$ cat src/rtl/pq_pkg.sv
// Shared types and constants for the priority-queue request generator.
package pq_pkg;

    localparam int unsigned PQ_KEY_W      = 16;
    localparam logic [15:0] LFSR_TAPS     = 16'hB400;
    localparam logic [15:0] LFSR_SEED_DEF = 16'hACE1;

    typedef enum logic {
        PQ_ADD    = 1'b0,
        PQ_REMOVE = 1'b1
    } pq_op_t;

    typedef enum logic [2:0] {
        IDLE      = 3'd0,
        FILL_CHK  = 3'd1,
        FILL      = 3'd2,
        FILL_GAP  = 3'd3,
        DRAIN_CHK = 3'd4,
        DRAIN     = 3'd5,
        DRAIN_GAP = 3'd6
    } gen_state_t;

endpackage

$ cat src/rtl/pq_req_gen_if.sv
// Request channel and status flags between the generator and the priority queue.
interface pq_req_gen_if;
    import pq_pkg::*;

    logic                req_valid;
    logic                req_ready;
    pq_op_t              req_op;
    logic [PQ_KEY_W-1:0] req_key;
    logic                pq_full;
    logic                pq_empty;

    modport master (
        output req_valid, req_op, req_key,
        input  req_ready, pq_full, pq_empty
    );

    modport slave (
        input  req_valid, req_op, req_key,
        output req_ready, pq_full, pq_empty
    );

endinterface

$ cat src/rtl/pq_lfsr16.sv
// 16-bit right-shifting Galois LFSR key source; a zero seed would lock up, so it becomes 1.
module pq_lfsr16
    import pq_pkg::*;
(
    input  logic        clk,
    input  logic        rst_n,
    input  logic        adv,
    input  logic [15:0] seed,
    output logic [15:0] value
);

    logic [15:0] seed_safe_c;

    assign seed_safe_c = (seed == 16'h0000) ? 16'h0001 : seed;

    always_ff @(posedge clk or negedge rst_n) begin
        if (!rst_n) begin
            value <= seed_safe_c;
        end else if (adv) begin
            value <= (value >> 1) ^ (value[0] ? LFSR_TAPS : 16'h0000);
        end
    end

endmodule

$ cat src/rtl/pq_req_gen.sv
// Fill/drain stimulus generator: issues LFSR-keyed adds until full, then removes until empty.
module pq_req_gen
    import pq_pkg::*;
#(
    parameter int unsigned KEY_W      = 16,
    parameter int unsigned DEPTH      = 16,
    parameter int unsigned GAP_CYCLES = 2,
    parameter logic [15:0] LFSR_SEED  = LFSR_SEED_DEF
) (
    input  logic                         clk,
    input  logic                         rst_n,
    input  logic                         start,
    pq_req_gen_if.master                 bus,
    output logic                         busy,
    output logic [$clog2(DEPTH+1)-1:0]   fill_cnt,
    output logic [7:0]                   round_cnt
);

    localparam int unsigned CNT_W    = $clog2(DEPTH + 1);
    localparam int unsigned GAP_W    = (GAP_CYCLES > 1) ? $clog2(GAP_CYCLES) : 1;
    localparam int unsigned GAP_LAST = (GAP_CYCLES == 0) ? 0 : GAP_CYCLES - 1;

    gen_state_t       state_q, state_d;
    logic             req_valid_q, req_valid_d;
    pq_op_t           req_op_q, req_op_d;
    logic [KEY_W-1:0] req_key_q, req_key_d;
    logic [GAP_W-1:0] gap_q, gap_d;
    logic [CNT_W-1:0] fill_d;
    logic [7:0]       round_d;
    logic             busy_d;
    logic             xfer_c;
    logic             lfsr_adv_c;
    logic [15:0]      lfsr_val;

    pq_lfsr16 u_lfsr (
        .clk   (clk),
        .rst_n (rst_n),
        .adv   (lfsr_adv_c),
        .seed  (LFSR_SEED),
        .value (lfsr_val)
    );

    assign xfer_c        = req_valid_q & bus.req_ready;
    assign bus.req_valid = req_valid_q;
    assign bus.req_op    = req_op_q;
    assign bus.req_key   = PQ_KEY_W'(req_key_q);

    // Next-state and next-output logic; request fields only change while no request is pending.
    always_comb begin
        state_d     = state_q;
        req_valid_d = req_valid_q;
        req_op_d    = req_op_q;
        req_key_d   = req_key_q;
        gap_d       = gap_q;
        fill_d      = fill_cnt;
        round_d     = round_cnt;
        lfsr_adv_c  = 1'b0;

        case (state_q)
            IDLE: begin
                if (start) state_d = FILL_CHK;
            end
            FILL_CHK: begin
                if (bus.pq_full || fill_cnt == CNT_W'(DEPTH)) begin
                    state_d = DRAIN_CHK;
                end else begin
                    req_valid_d = 1'b1;
                    req_op_d    = PQ_ADD;
                    req_key_d   = KEY_W'(lfsr_val);
                    state_d     = FILL;
                end
            end
            FILL: begin
                if (xfer_c) begin
                    req_valid_d = 1'b0;
                    lfsr_adv_c  = 1'b1;
                    gap_d       = '0;
                    if (fill_cnt < CNT_W'(DEPTH)) fill_d = fill_cnt + CNT_W'(1);
                    state_d = (GAP_CYCLES == 0) ? FILL_CHK : FILL_GAP;
                end
            end
            FILL_GAP: begin
                if (gap_q == GAP_W'(GAP_LAST)) begin
                    gap_d   = '0;
                    state_d = FILL_CHK;
                end else begin
                    gap_d = gap_q + GAP_W'(1);
                end
            end
            DRAIN_CHK: begin
                if (bus.pq_empty || fill_cnt == '0) begin
                    round_d = round_cnt + 8'd1;
                    if (bus.pq_empty) fill_d = '0;
                    state_d = start ? FILL_CHK : IDLE;
                end else begin
                    req_valid_d = 1'b1;
                    req_op_d    = PQ_REMOVE;
                    req_key_d   = '0;
                    state_d     = DRAIN;
                end
            end
            DRAIN: begin
                if (xfer_c) begin
                    req_valid_d = 1'b0;
                    gap_d       = '0;
                    if (fill_cnt != '0) fill_d = fill_cnt - CNT_W'(1);
                    state_d = (GAP_CYCLES == 0) ? DRAIN_CHK : DRAIN_GAP;
                end
            end
            DRAIN_GAP: begin
                if (gap_q == GAP_W'(GAP_LAST)) begin
                    gap_d   = '0;
                    state_d = DRAIN_CHK;
                end else begin
                    gap_d = gap_q + GAP_W'(1);
                end
            end
            default: begin
                state_d     = IDLE;
                req_valid_d = 1'b0;
            end
        endcase

        busy_d = (state_d != IDLE);
    end

    always_ff @(posedge clk or negedge rst_n) begin
        if (!rst_n) begin
            state_q     <= IDLE;
            req_valid_q <= 1'b0;
            req_op_q    <= PQ_ADD;
            req_key_q   <= '0;
            gap_q       <= '0;
            busy        <= 1'b0;
            fill_cnt    <= '0;
            round_cnt   <= '0;
        end else begin
            state_q     <= state_d;
            req_valid_q <= req_valid_d;
            req_op_q    <= req_op_d;
            req_key_q   <= req_key_d;
            gap_q       <= gap_d;
            busy        <= busy_d;
            fill_cnt    <= fill_d;
            round_cnt   <= round_d;
        end
    end

endmodule

$ cat src/flat_wrapper.sv
// flat-port wrapper written by rule: the top's interface ports become plain ports
module pq_req_gen_flat import pq_pkg::*;
#(
    parameter int unsigned KEY_W      = 16,
    parameter int unsigned DEPTH      = 16,
    parameter int unsigned GAP_CYCLES = 2,
    parameter logic [15:0] LFSR_SEED  = LFSR_SEED_DEF
)
  (clk, rst_n, start, busy, fill_cnt, round_cnt, bus_req_valid, bus_req_op, bus_req_key, bus_req_ready, bus_pq_full, bus_pq_empty);
  pq_req_gen_if bus_i ();
  input  logic clk;
  input  logic rst_n;
  input  logic start;
  output logic busy;
  output logic [$clog2(DEPTH+1)-1:0] fill_cnt;
  output logic [7:0] round_cnt;
  output wire logic [$bits(bus_i.req_valid)-1:0] bus_req_valid;
  output wire logic [$bits(bus_i.req_op)-1:0] bus_req_op;
  output wire logic [$bits(bus_i.req_key)-1:0] bus_req_key;
  input wire logic [$bits(bus_i.req_ready)-1:0] bus_req_ready;
  input wire logic [$bits(bus_i.pq_full)-1:0] bus_pq_full;
  input wire logic [$bits(bus_i.pq_empty)-1:0] bus_pq_empty;
  assign bus_req_valid = bus_i.req_valid;
  assign bus_req_op = bus_i.req_op;
  assign bus_req_key = bus_i.req_key;
  assign bus_i.req_ready = bus_req_ready;
  assign bus_i.pq_full = bus_pq_full;
  assign bus_i.pq_empty = bus_pq_empty;
  pq_req_gen #(.KEY_W(KEY_W), .DEPTH(DEPTH), .GAP_CYCLES(GAP_CYCLES), .LFSR_SEED(LFSR_SEED)) u_core (.clk(clk), .rst_n(rst_n), .start(start), .bus(bus_i), .busy(busy), .fill_cnt(fill_cnt), .round_cnt(round_cnt));
endmodule
$ cat config.mk
export PLATFORM = sky130hd
export DESIGN_NAME = pq_req_gen_flat
export DESIGN_NICKNAME = d
export VERILOG_FILES = /design/src/rtl/pq_pkg.sv /design/src/rtl/pq_req_gen_if.sv /design/src/rtl/pq_lfsr16.sv /design/src/rtl/pq_req_gen.sv /design/src/flat_wrapper.sv
export SDC_FILE = /design/constraint.sdc
export NUM_CORES = 1
export LEC_CHECK = 0
export BUFFER_PORTS_ARGS = -buffer_cell sky130_fd_sc_hd__buf_2
export CAP_MARGIN = 15
export CORE_ASPECT_RATIO = 0.7
export CORE_MARGIN = 2
export CORE_UTILIZATION = 50
export DETAILED_ROUTE_END_ITERATION = 16
export GPL_ROUTABILITY_DRIVEN = 0
export PLACE_DENSITY_LB_ADDON = 0.1
export SETUP_SLACK_MARGIN = 0.15
export SLEW_MARGIN = 20
export SYNTH_ARGS = -nofsm -noshare
export SYNTH_HDL_FRONTEND = slang
export SYNTH_SLANG_ARGS = --single-unit
export TNS_END_PERCENT = 50
$ cat constraint.sdc
create_clock -name clk -period 1.9 [get_ports clk]
set_input_delay 0.19 -clock clk [delete_from_list [all_inputs] [get_ports clk]]
set_output_delay 0.19 -clock clk [all_outputs]
set_load 0.05 [all_outputs]
### Word-level counts from Yosys, hierarchy flattened

Cells that the tools add are included.

| storage, ports and cells | value |
|---|---|
| register bits | 52 |
| input bits | 6 |
| word-level logic and storage cells | 80 |
| output and inout bits | 32 |

| operators by class | value |
|---|---|
| muxes and demuxes | 30 |
| bitwise gates (word level) | 3 |
| add/sub/neg operators | 4 |
| equality and inequality tests | 16 |
| reductions and logical operators | 17 |
| $lt $le $gt $ge | 1 |

Operators by type and width:

| cell | count |
|---|---|
| $mux 16 | 3 |
| $pmux 16 s2 | 1 |
| $mux 5 | 6 |
| $mux 3 | 7 |
| $pmux 3 s7 | 1 |
| $xor 15x16->16 | 1 |
| $pmux 5 s3 | 1 |
| $ne 2x1->1 const B | 6 |
| $eq 3x3->1 const B | 3 |
| $add 8x1->8 const B | 1 |
| $mux 1 | 8 |
| $reduce_and 7->1 | 1 |
| $eq 3x2->1 const B | 2 |
| $ne 2x2->1 const B | 3 |
| $reduce_bool 3->1 | 2 |
| $add 5x1->5 const B | 1 |
| $eq 5x5->1 const B | 1 |
| $logic_not 5->1 | 1 |
| $lt 5x5->1 const B | 1 |
| $reduce_bool 5->1 | 1 |
| $sub 5x1->5 const B | 1 |
| $pmux 1 s2 | 2 |
| $pmux 1 s4 | 1 |
| $reduce_and 2->1 | 2 |
| 11 further kinds | 14 |

### Longest topological paths before layout

| logic depth | value |
|---|---|
| depth in word-level cells | 5 |
| mapped depth | 10 |

### Worst setup path before layout

No wires, ideal clock.

| timing path | value |
|---|---|
| path type | reg2reg |
| start point | register u_core.fill_cnt[0] |
| end point | register u_core.fill_cnt[4] |
| cell stages (with the launch flop) | 8 |
| clock period less this slack | 2147 ps |
| data required time | 1778 ps |
| arrival time | 2025 ps |
| setup slack | -247 ps |
| setup time | 122 ps |
| buffers on the path | 0 |
| cells stage by stage | dfrtp_1 -> inv_1 -> fa_1 -> nand2b_1 -> a21oi_1 -> xnor2_1 -> o21ai_0 -> a32o_1 |

| between the ends | value |
|---|---|
| longest elaborated chain between the ends | 4 |

Ends and longest elaborated chain:

| what | line | source |
|---|---|---|
| start: declaration | pq_req_gen.sv:15 | `output logic [$clog2(DEPTH+1)-1:0] fill_cnt,` |
| start signal: assignment | pq_req_gen.sv:144 | `fill_cnt <= fill_d;` |
| $sub 5x1->5, or another cell as far along | pq_req_gen.sv:106 | `if (fill_cnt != '0) fill_d = fill_cnt - CNT_W'(1);` |
| $mux 5, or another cell as far along | pq_req_gen.sv:106 |  |
| $mux 5, or another cell as far along | pq_req_gen.sv:103 | `if (xfer_c) begin` |
| $pmux 5 s3 or $reduce_and 7->1 (tied branches) | n/a |  |

Several ways; a longest one is shown, not always the timed one. The select of a mux whose other input is x is not followed.
A chain may end at the register's enable or synchronous reset.

### Worst setup path in the final report

| timing path | value |
|---|---|
| start point | register u_core.fill_cnt[1] |
| end point | register u_core.busy |

| between the ends | value |
|---|---|
| longest elaborated chain between the ends | 5 |

Ends and longest elaborated chain:

| what | line | source |
|---|---|---|
| $eq 5x5->1 or $logic_not 5->1 (tied branches) | pq_req_gen.sv:64, pq_req_gen.sv:91 |  |
| $logic_or 1x1->1 (on tied branches) | pq_req_gen.sv:64, pq_req_gen.sv:91 |  |
| $mux 3 (on tied branches) | pq_req_gen.sv:64, pq_req_gen.sv:91 |  |
| $pmux 3 s7 * | pq_req_gen.sv:59 | `case (state_q)` |
| via u_core.state_d[2] | pq_req_gen.sv:23 | `gen_state_t state_q, state_d;` |
| $reduce_bool 3->1 * | pq_req_gen.sv:124 | `busy_d = (state_d != IDLE);` |
| via u_core.busy_d | pq_req_gen.sv:30 | `logic busy_d;` |
| end signal: assignment | pq_req_gen.sv:143 | `busy <= busy_d;` |
| end: declaration | pq_req_gen.sv:14 | `output logic busy,` |

The timed path passes the listed nets; every way through them passes the cells marked *.

==> parameters.txt <==
Parameter                              Value

Yosys
  Flip-flop and latch count after synthesis ... 52
  Number of enable flip-flop cells after synthesis ... 0
  Number of warnings reported in the yosys synthesis log ... 0
  Synth Net Count ... 214
  Part of the Yosys area used for sequential elements ... 54.64%
  Cell variety after synth ... 42
  Mean instance size in the synthesized netlist ... 11.82 um2
  Async set or reset register ratio after synthesis ... 100.0%
  Cell count after synthesis ... 203
  Post-synthesis instance area ... 2400 um2
  Most instantiated flip-flop cell in the synthesis netlist ... dfrtp_1

CTS
  Depth of the CTS H-tree ... 2
  CTS root buffer ... clkbuf_8
  Hold bufs inserted after CTS ... 0
  Clock insertion delay at the later pin of the skew report ... 0.30 ns
  CTS Sinks ... 52
  TritonCTS buffer count ... 5
  Maximum root-to-sink buffer count ... 2
  Reg clk slew, reported paths ... 0.09 ns
  CTS tree ... done

Detailed routing
  Remaining antenna violation count ... 0
  Number of iterations in the first detailed-routing pass ... 4
  Detailed router's first-iteration violation count ... 68
  Average wire per cell in the routed design ... 15.51 um
  DR vias/cell ... 5.527
  Routed wire length ... 4824 um
  Via count ... 1,719
  Count of unresolved DRC violations after routing ... 0

Die
  I/O Pins ... 38
  Total core area ... 4703 um2
  Starting utilization of the core area ... 51.02%
  Horizontal die dimension ... 86.81 um
  Die span in y ... 61.97 um
  Die outline area ... 5379 um2
  Site row count ... 21

GRT
  Overall Global Routing Usage ... 18.65%
  Total congestion overflow after global routing ... 0
  Maximum number of pins on one net before global-route repair ... 53
  First-pass GRT wire length ... 7534 um
  Via count of the first global-routing pass ... 1,543
  Antenna violations before repair ... 0

STA
  Final critical-path share of the clock period ... 101.2%
  Normalized max-slew margin ... 56.67%
  Maximum frequency from static timing analysis ... 520.3 MHz
  Min Hold Slack ... -0.01145 ns
  Unrepaired setup endpoints after global routing ... true
  Count of final setup violators ... 1
  Tmin final ... 1.922 ns
  Clock Skew ... 0.01010 ns
  Final hold violations ... 8
  Sum of negative setup slack ... -0.02209 ns
  Slew at the pin closest to its max-slew limit ... 0.6499 ns
  Count of pins over their slew limit ... 0
  Setup WS post-layout ... -0.02209 ns

Setup path
  Data required time at the worst endpoint ... 2.08 ns
  Crit path launch type ... register
  Category of the worst setup path capture point ... register
  Setup CP Type ... reg -> reg
  Arrival time of data at the critical path endpoint ... 2.10 ns
  Maximum fanout encountered on the critical timing path ... 4
  Reg-to-Reg Start ... u_core.fill_cnt[1]
  Worst setup path startpoint ... u_core.fill_cnt[1]

Worst hold path
  Type of the most critical hold path ... in -> async

Power and ir drop
  Switching power ... 1.836 mW
  Overall Power ... 4.230 mW
  Share of total power in combinational logic ... 49.7%
  Ratio of total power to cell area ... 1445 nW/um2
  Switching portion of total power ... 43.41%
  Relative contribution of sequential cells to total power ... 34.9%
  Part of the power in the clock network ... 15.4%
  Standby leakage power ... 1.423 nW
  Internal power component ... 2.394 mW
  Worst supply voltage drop on vdd ... 0.0005989 V

Final layout
  Ant diodes ... 0
  Core Util, Final ... 62.25%
  Most common library cell in the layout ignoring fill and taps ... dfrtp_1
  Filler Cell Count ... 386
  Share of layout cells above drive strength 1 ... 42.52%
  Highest-count cells in the layout ignoring fill and taps ... dfrtp_1 (38), buf_2 (37), a22o_1 (17)
  Area occupied by multi-input gates ... 1075 um2
  Synth-to-Final Area Change ... 22.00%
  Count of non-filler cells in the finished layout ... 311
  Sequential cell area ... 1319 um2
  Post-layout net count ... 264

Placement
  PortBufs ... 37
  Worst slack at placement ... -0.004818 ns
  Final HPWL DP ... 3264 um
  Placed Instances ... 296

Run
  Count of maximum capacitance violations ... 0

Outcome
  Violated checks ... hold timing, setup timing
  Outcome ... finished, violations left
[flip-flops by register name (all words and copies together) (netlist names)]
signal                cells
u_core.round_cnt          8
u_core.busy               1
u_core.bus.req_key       16
u_core.gap_q              1
u_core.bus.req_op         1
u_core.u_lfsr.value      16
u_core.bus.req_valid      1
u_core.state_q            3
u_core.fill_cnt           5
[per-layer routing]
layer / track usage [%] / vias to the layer above / wire length (um)
li1: - / 825 / -
met1: 26.72 / 849 / 2378
met2: 28.46 / 41 / 2171
met3: 4.359 / 4 / 232
met4: 6.027 / 0 / 42
met5: 0 / - / 0
[power groups by stage]
stage | logic (mW) | registers [mW] | clock network [mW]
2_1_floorplan | 1.01 | 1.92 | 0
3_3_place_gp | 1.87 | 1.49 | 0
3_5_place_dp | 1.93 | 1.50 | 0
4_1_cts | 2.01 | 1.48 | 0.678
5_1_grt | 2.25 | 1.51 | 0.724
6_report | 2.10 | 1.48 | 0.652
[final timing paths]
check	to	slack, ns	depth (start not counted)
worst max-delay path	u_core.busy	-0.02	5
worst min register to register	u_core.round_cnt[7]	0.47	1
worst min-delay path	u_core.round_cnt[4]	-0.01	2
max in group asynchronous	u_core.bus.req_valid	1.43	2
worst max register to register	u_core.busy	-0.02	5
min in group clk	u_core.state_q[0]	0.23	3
[worst max-delay path, stage by stage, from the launching register on]
cell and delay, ns:
dfrtp_2 0.44, nor4_4 0.40, a21oi_2 0.14, or3_1 0.32, o211a_1 0.13, or3_1 0.38
[cells by family (layout without fill, tap and decap cells)]
group / after synthesis / in the layout / share of synthesized area, %
multiplexers: 19 / 19 / 8.707
flip-flops: 52 / 52 / 54.64
buffers and inverters: 19 / 70 / 3.441
XOR/XNOR: 13 / 13 / 4.745
AO/OA/AOI/OAI: 47 / 47 / 14.65
adder cells (fa/ha/maj): 5 / 5 / 2.920
AND/OR/NAND/NOR: 48 / 48 / 10.90
[through the flow]
stage	hold slack, ns	area, um2
floorplan	-0.1056	2451
global placement	0.3289	2734
detailed placement	0.3464	2734
CTS	0.008168	2870
global route	0.04347	2928
finish	-0.01145	2928
[cell usage after synthesis, drive strengths merged (5+ instances only)]
library cell,number,area share (%)
dfrtp,44,46
nand2,11,1.7
a21oi,7,1.6
a22o,17,6.2
nand3,8,1.7
buf,7,1.6
xnor2,10,3.6
o21ai,8,1.7
nor2,11,1.7
inv,7,1.1
clkbuf,5,0.78
mux2,15,7.0
dfstp,8,8.8
[cell type report]
type                            instances  share of cell area (%)
Sequential cell                        52                   45.04
Multi-Input combinational cell        132                   36.71
Timing Repair Buffer                   55                   11.50
Clock buffer                            6                   2.821
Tap cell                               57                   2.436
Inverter                                7                  0.9829
Clock inverter                          2                  0.5128
[what timing repair did]
item                       CTS  global route
setup endpoints to repair    9            24
pin swaps                    6             2
setup buffers                3             4
gates resized for setup      5             4
(Power assumes the default switching activity.)
